--- config.mk ---
export PLATFORM = sky130hd
export DESIGN_NAME = tx_ingress_queue
export DESIGN_NICKNAME = d
export VERILOG_FILES = /design/src/rtl/tx_ingress_queue.sv
export SDC_FILE = /design/constraint.sdc
export NUM_CORES = 1
export LEC_CHECK = 0
export CORE_MARGIN = 1
export CORE_UTILIZATION = 53
export CTS_CLUSTER_SIZE = 20
export DETAILED_ROUTE_END_ITERATION = 12
export PLACE_DENSITY = 0.73
export SLEW_MARGIN = 15
export SYNTH_ARGS = -nofsm -noshare
export SYNTH_HDL_FRONTEND = slang
export SYNTH_SLANG_ARGS = --single-unit
--- constraint.sdc ---
create_clock -name clk -period 16.9 [get_ports clk]
set_input_delay 3.38 -clock clk [delete_from_list [all_inputs] [get_ports clk]]
set_output_delay 3.38 -clock clk [all_outputs]
set_load 0.01 [all_outputs]
--- src/rtl/tx_ingress_queue.sv ---
// Ingress queue ahead of the ledger: screens zero-amount requests,
// buffers accepted ones in a FIFO and issues them with sequence tags.
module tx_ingress_queue #(
  parameter int USER_WIDTH    = 10,
  parameter int BALANCE_WIDTH = 64,
  parameter int DEPTH         = 8
) (
  input  logic                     clk,
  input  logic                     rst_n,
  input  logic                     in_valid,
  output logic                     in_ready,
  input  logic                     in_opcode,
  input  logic [USER_WIDTH-1:0]    in_user_a,
  input  logic [USER_WIDTH-1:0]    in_user_b,
  input  logic [BALANCE_WIDTH-1:0] in_amount_0,
  input  logic [BALANCE_WIDTH-1:0] in_amount_1,
  input  logic                     issue_en,
  output logic                     out_valid,
  output logic                     out_opcode,
  output logic [USER_WIDTH-1:0]    out_user_a,
  output logic [USER_WIDTH-1:0]    out_user_b,
  output logic [BALANCE_WIDTH-1:0] out_amount_0,
  output logic [BALANCE_WIDTH-1:0] out_amount_1,
  output logic [15:0]              out_seq,
  output logic [$clog2(DEPTH):0]   fifo_count,
  output logic [15:0]              reject_count
);

  localparam int AW = $clog2(DEPTH);
  localparam int CW = AW + 1;

  typedef struct packed {
    logic                     opcode;
    logic [USER_WIDTH-1:0]    user_a;
    logic [USER_WIDTH-1:0]    user_b;
    logic [BALANCE_WIDTH-1:0] amount_0;
    logic [BALANCE_WIDTH-1:0] amount_1;
  } entry_t;

  entry_t mem [DEPTH];
  entry_t in_entry;
  entry_t head;
  entry_t out_q, out_d;

  logic [AW-1:0] wr_ptr_q, wr_ptr_d;
  logic [AW-1:0] rd_ptr_q, rd_ptr_d;
  logic [CW-1:0] count_q, count_d;
  logic          in_ready_q, in_ready_d;
  logic          out_valid_q, out_valid_d;
  logic [15:0]   out_seq_q, out_seq_d;
  logic [15:0]   seq_q, seq_d;
  logic [15:0]   reject_q, reject_d;

  logic accept;
  logic bad;
  logic push;
  logic pop;

  assign in_entry = '{
    opcode:   in_opcode,
    user_a:   in_user_a,
    user_b:   in_user_b,
    amount_0: in_amount_0,
    amount_1: in_amount_1
  };

  assign head = mem[rd_ptr_q];

  assign accept = in_valid & in_ready_q;
  assign bad    = in_opcode
                ? ((in_amount_0 == '0) | (in_amount_1 == '0))
                : (in_amount_0 == '0);
  assign push   = accept & ~bad;
  assign pop    = issue_en & (count_q != '0);

  always_comb begin
    wr_ptr_d    = wr_ptr_q;
    rd_ptr_d    = rd_ptr_q;
    count_d     = count_q;
    out_valid_d = 1'b0;
    out_d       = out_q;
    out_seq_d   = out_seq_q;
    seq_d       = seq_q;
    reject_d    = reject_q;
    if (push) begin
      wr_ptr_d = wr_ptr_q + AW'(1);
    end
    if (pop) begin
      rd_ptr_d    = rd_ptr_q + AW'(1);
      out_valid_d = 1'b1;
      out_d       = head;
      out_seq_d   = seq_q;
      seq_d       = seq_q + 16'd1;
    end
    unique case ({push, pop})
      2'b10:   count_d = count_q + CW'(1);
      2'b01:   count_d = count_q - CW'(1);
      default: count_d = count_q;
    endcase
    if (accept && bad && (reject_q != 16'hFFFF)) begin
      reject_d = reject_q + 16'd1;
    end
    in_ready_d = (count_d < CW'(DEPTH));
  end

  // Payload storage is never reset; validity comes from the pointers/count.
  always_ff @(posedge clk) begin
    if (push) begin
      mem[wr_ptr_q] <= in_entry;
    end
  end

  always_ff @(posedge clk or negedge rst_n) begin
    if (!rst_n) begin
      wr_ptr_q    <= '0;
      rd_ptr_q    <= '0;
      count_q     <= '0;
      in_ready_q  <= 1'b0;
      out_valid_q <= 1'b0;
      out_q       <= '0;
      out_seq_q   <= '0;
      seq_q       <= '0;
      reject_q    <= '0;
    end else begin
      wr_ptr_q    <= wr_ptr_d;
      rd_ptr_q    <= rd_ptr_d;
      count_q     <= count_d;
      in_ready_q  <= in_ready_d;
      out_valid_q <= out_valid_d;
      out_q       <= out_d;
      out_seq_q   <= out_seq_d;
      seq_q       <= seq_d;
      reject_q    <= reject_d;
    end
  end

  assign in_ready     = in_ready_q;
  assign out_valid    = out_valid_q;
  assign out_opcode   = out_q.opcode;
  assign out_user_a   = out_q.user_a;
  assign out_user_b   = out_q.user_b;
  assign out_amount_0 = out_q.amount_0;
  assign out_amount_1 = out_q.amount_1;
  assign out_seq      = out_seq_q;
  assign fifo_count   = count_q;
  assign reject_count = reject_q;

endmodule

==> results.md <==
* Largest net degree at the start of global routing at 202
* Worst hold slack at between 400 and 500 ps
* PD cells at 165 mW/mm^2
* First-pass GRT wire length at 168000 um
* Avg Inst Size Synth at approximately 21 um^2
* Die Y at approximately 320 um
* Final setup TNS at 0 ps
* Worst Path Required at 17240 ps
* Remaining antenna violation count at 0
* Period minus WS final at 7140 ps
* Arrival time worst endpoint at 7480 ps
* Boundary Pins at 340
* Vias in the first global route at 26600
* Routability Congestion at 0.762
* Die X-Extent at 317 um
* CTS HTree Levels at 4
* Initial Utilization at a little over half
* Area of the core at roughly 0.1 mm^2
* Wire per inst at between 20 and 30 um
* Yosys cell types at 41
* Post-cts hold buffer count at 0
* Via Count at 25500
* Most common cell on crit path: buf_4
* Fin. max-slew vios at 0
* CTS sink count at 1401
* Slew margin rel. at 19.3%
* Maxcap violations at 0
* Post-Syn Area at 0.0524 mm^2
* Clock Path Buffers at 3
* Worst-Skew Late Latency at 730 ps
* Hold crit path type: reg2reg
* Initial antenna violation count at 15
* Layout cells sized above 1 at 18.8%
* CTS buffer count at 140
* Post-Route Utilization at 63.1%
* Worst-path clk slew at 60 ps
* Worst-path fanout max at 53
* Dpl hpwl at 62800 um
* FILL cells at roughly 6600
* DR pass1 iterations at 8
* Cells along the critical path: clkdlybuf4s50_1 -> nor4_1 -> nand4_1 -> or4_4 -> a21boi_1 -> and3_4 -> nand2_1 -> nor3b_2 -> buf_4 -> buf_4
* Syn Nets at 2654
* Worst path slowest cell: nor4_1
* DRC at 0
* Post-Syn Instances at 2493
* DR vias/cell at between 5 and 6
* CP endpoint kind: flip-flop
* Non-Filler Instances at 4304
* Post-synthesis sequential area ratio at between 70 and 80%
* Maximum vdd drop at 0.000119 V
* Total power at 10.2 mW
* Slew of the pin with the lowest slew margin at 1210 ps
* Port Buf Inserts at 339
* Root Driver: clkbuf_16
* Clock Skew at 22.6 ps
* Final Hold Viols at 0
* Unrepaired setup endpoints after global routing: false
* Final worst setup slack at 9760 ps
* Setup fix buffers added after clock tree synthesis at 0
* Yosys warns at 0
* Layout Nets at 3058
* Leakage at 20.9 nW
* Row cnt at 115
* Final Cycle Share at approximately 42%
* Critical path's largest stage delay at 730 ps
* Post-cts repair resize count at 0
* Fmax at 140 MHz
* Final setup viols at 0
* Register bit total from synthesis at 1401
* Worst-case setup slack after placement at 8990 ps
* Design Area, Final at 0.0619 mm^2
* Critical path class: in2reg
* Placed cell areas at 0.0574 mm^2
* Placed insts at a little over 4000
* Routed WL at 114000 um
* First DRT Iteration DRCs at 2319
* Full die area at 0.100 mm^2
* Status: finished, final reports clean
* Area added between synthesis and finish at 18.1%
* Worst Setup Start Kind: input port
* GRT overflow at 0
* CTS tree: yes
* GRT Total Usage at 23.0%
Yosys cell counts (all sizes together):
library cell	number	area (um^2)
a21boi	1	7.51
nor2	9	33.8
o41ai	1	8.76
or4	2	18.8
edfxtp	1192	35800
nor3	5	30.0
buf	65	280
clkbuf	58	218
inv	4	15.0
nand4	16	100
and3b	2	17.5
o21ai	150	751
mux2i	149	1490
xnor2	28	245
a21o	1	7.51
and4	1	8.76
mux2	3	37.5
nand2b	1	6.26
nor2b	1	13.8
nor3b	2	15.0
o211ai	1	7.51
nand2	222	833
nor4b	1	8.76
nand3	11	55.1
mux4	298	6710
ha	7	87.6
a21oi	2	13.8
dfrtp	209	5230
and3	9	61.3
nor4	31	215
xor2	10	87.6
fa	1	20.0
kinds of logic after synthesis:
group	Yosys count	share of synthesized area, %
DFF	1401	78.2
muxes	450	15.7
buffers and inverters	127	0.978
adders and majority gates	8	0.205
xor gates and xnor gates	38	0.635
and+or+nand+nor	313	2.70
AOI/OAI and AO/OA	156	1.52
cell type report:
cell class                      instances  area (um^2)  share of cell area [%]
Antenna cell                            6         15.0                  0.0242
Timing Repair Buffer                  385         3780                    6.11
Sequential cell                      1401        41000                    66.3
Multi-Input combinational cell        965        11000                    17.7
Clock inverter                         61          601                   0.970
Tap cell                             1287         1610                    2.60
Inverter                                4         15.0                  0.0242
Clock buffer                          195         3930                    6.34
path summary, 6_finish.rpt:
check	startpoint	end	slack [ps]	depth (start not counted)
max	in_amount_0[1]	mem[5][109]$_DFFE_PP_	9760	10
min	out_amount_1[41]$_DFFE_PN0P_	out_amount_1[41]$_DFFE_PN0P_	470	2
max reg2reg	rd_ptr_q[0]$_DFFE_PN0P_	out_amount_1[27]$_DFFE_PN0P_	12700	5
min reg2reg	out_amount_1[41]$_DFFE_PN0P_	out_amount_1[41]$_DFFE_PN0P_	470	2
max in group asynchronous	rst_n	out_amount_0[19]$_DFFE_PN0P_	12880	2
min in group asynchronous	rst_n	out_amount_1[40]$_DFFE_PN0P_	2630	1
worst max-delay path: cells and delay by family:
family          cells  cell delay (ps)
compound gates      1              180
simple gates        6             2310
buf+inv             3             1560
metal layers:
layer | vias to the layer above | track usage, % | wire length (um)
met4 | 18 | 7.07 | 2400
met1 | 13500 | 32.2 | 47200
met5 | - | 0 | 115
met2 | 913 | 36.9 | 56000
li1 | 10900 | - | -
met3 | 166 | 4.88 | 8070
sequential cells by signal (all words and copies together), names as in the netlist, 3 cells and up, named ones only:
signal        count
seq_q            16
out_seq          16
out_amount_0     64
out_user_a       10
rd_ptr_q          3
mem            1192
fifo_count        3
wr_ptr_q          3
out_user_b       10
out_amount_1     64
reject_count     16
layout by cell type (no fill, tap or decap), types with 6 or more instances in the layout:
master / instances
edfxtp_1: 1192
clkdlybuf4s50_1: 338
mux4_2: 298
nand2_1: 222
dfrtp_1: 206
o21ai_0: 150
mux2i_1: 149
clkbuf_16: 144
buf_4: 43
clkbuf_1: 38
nor4_1: 28
xnor2_1: 28
clkinv_2: 19
clkinv_1: 18
nand4_1: 16
clkbuf_8: 13
nand3_1: 11
xor2_1: 10
bufinv_16: 10
nor2_1: 8
and3_1: 8
ha_1: 7
diode_2: 6
clkinvlp_4: 6
power breakdown:
group	internal [mW]	switching, mW	leakage [nW]
Sequential	4.27	0.298	13.4
Clock	1.78	1.25	2.20
Combinational	1.31	1.28	5.30
Note: power is estimated with default switching activity, not from simulation.
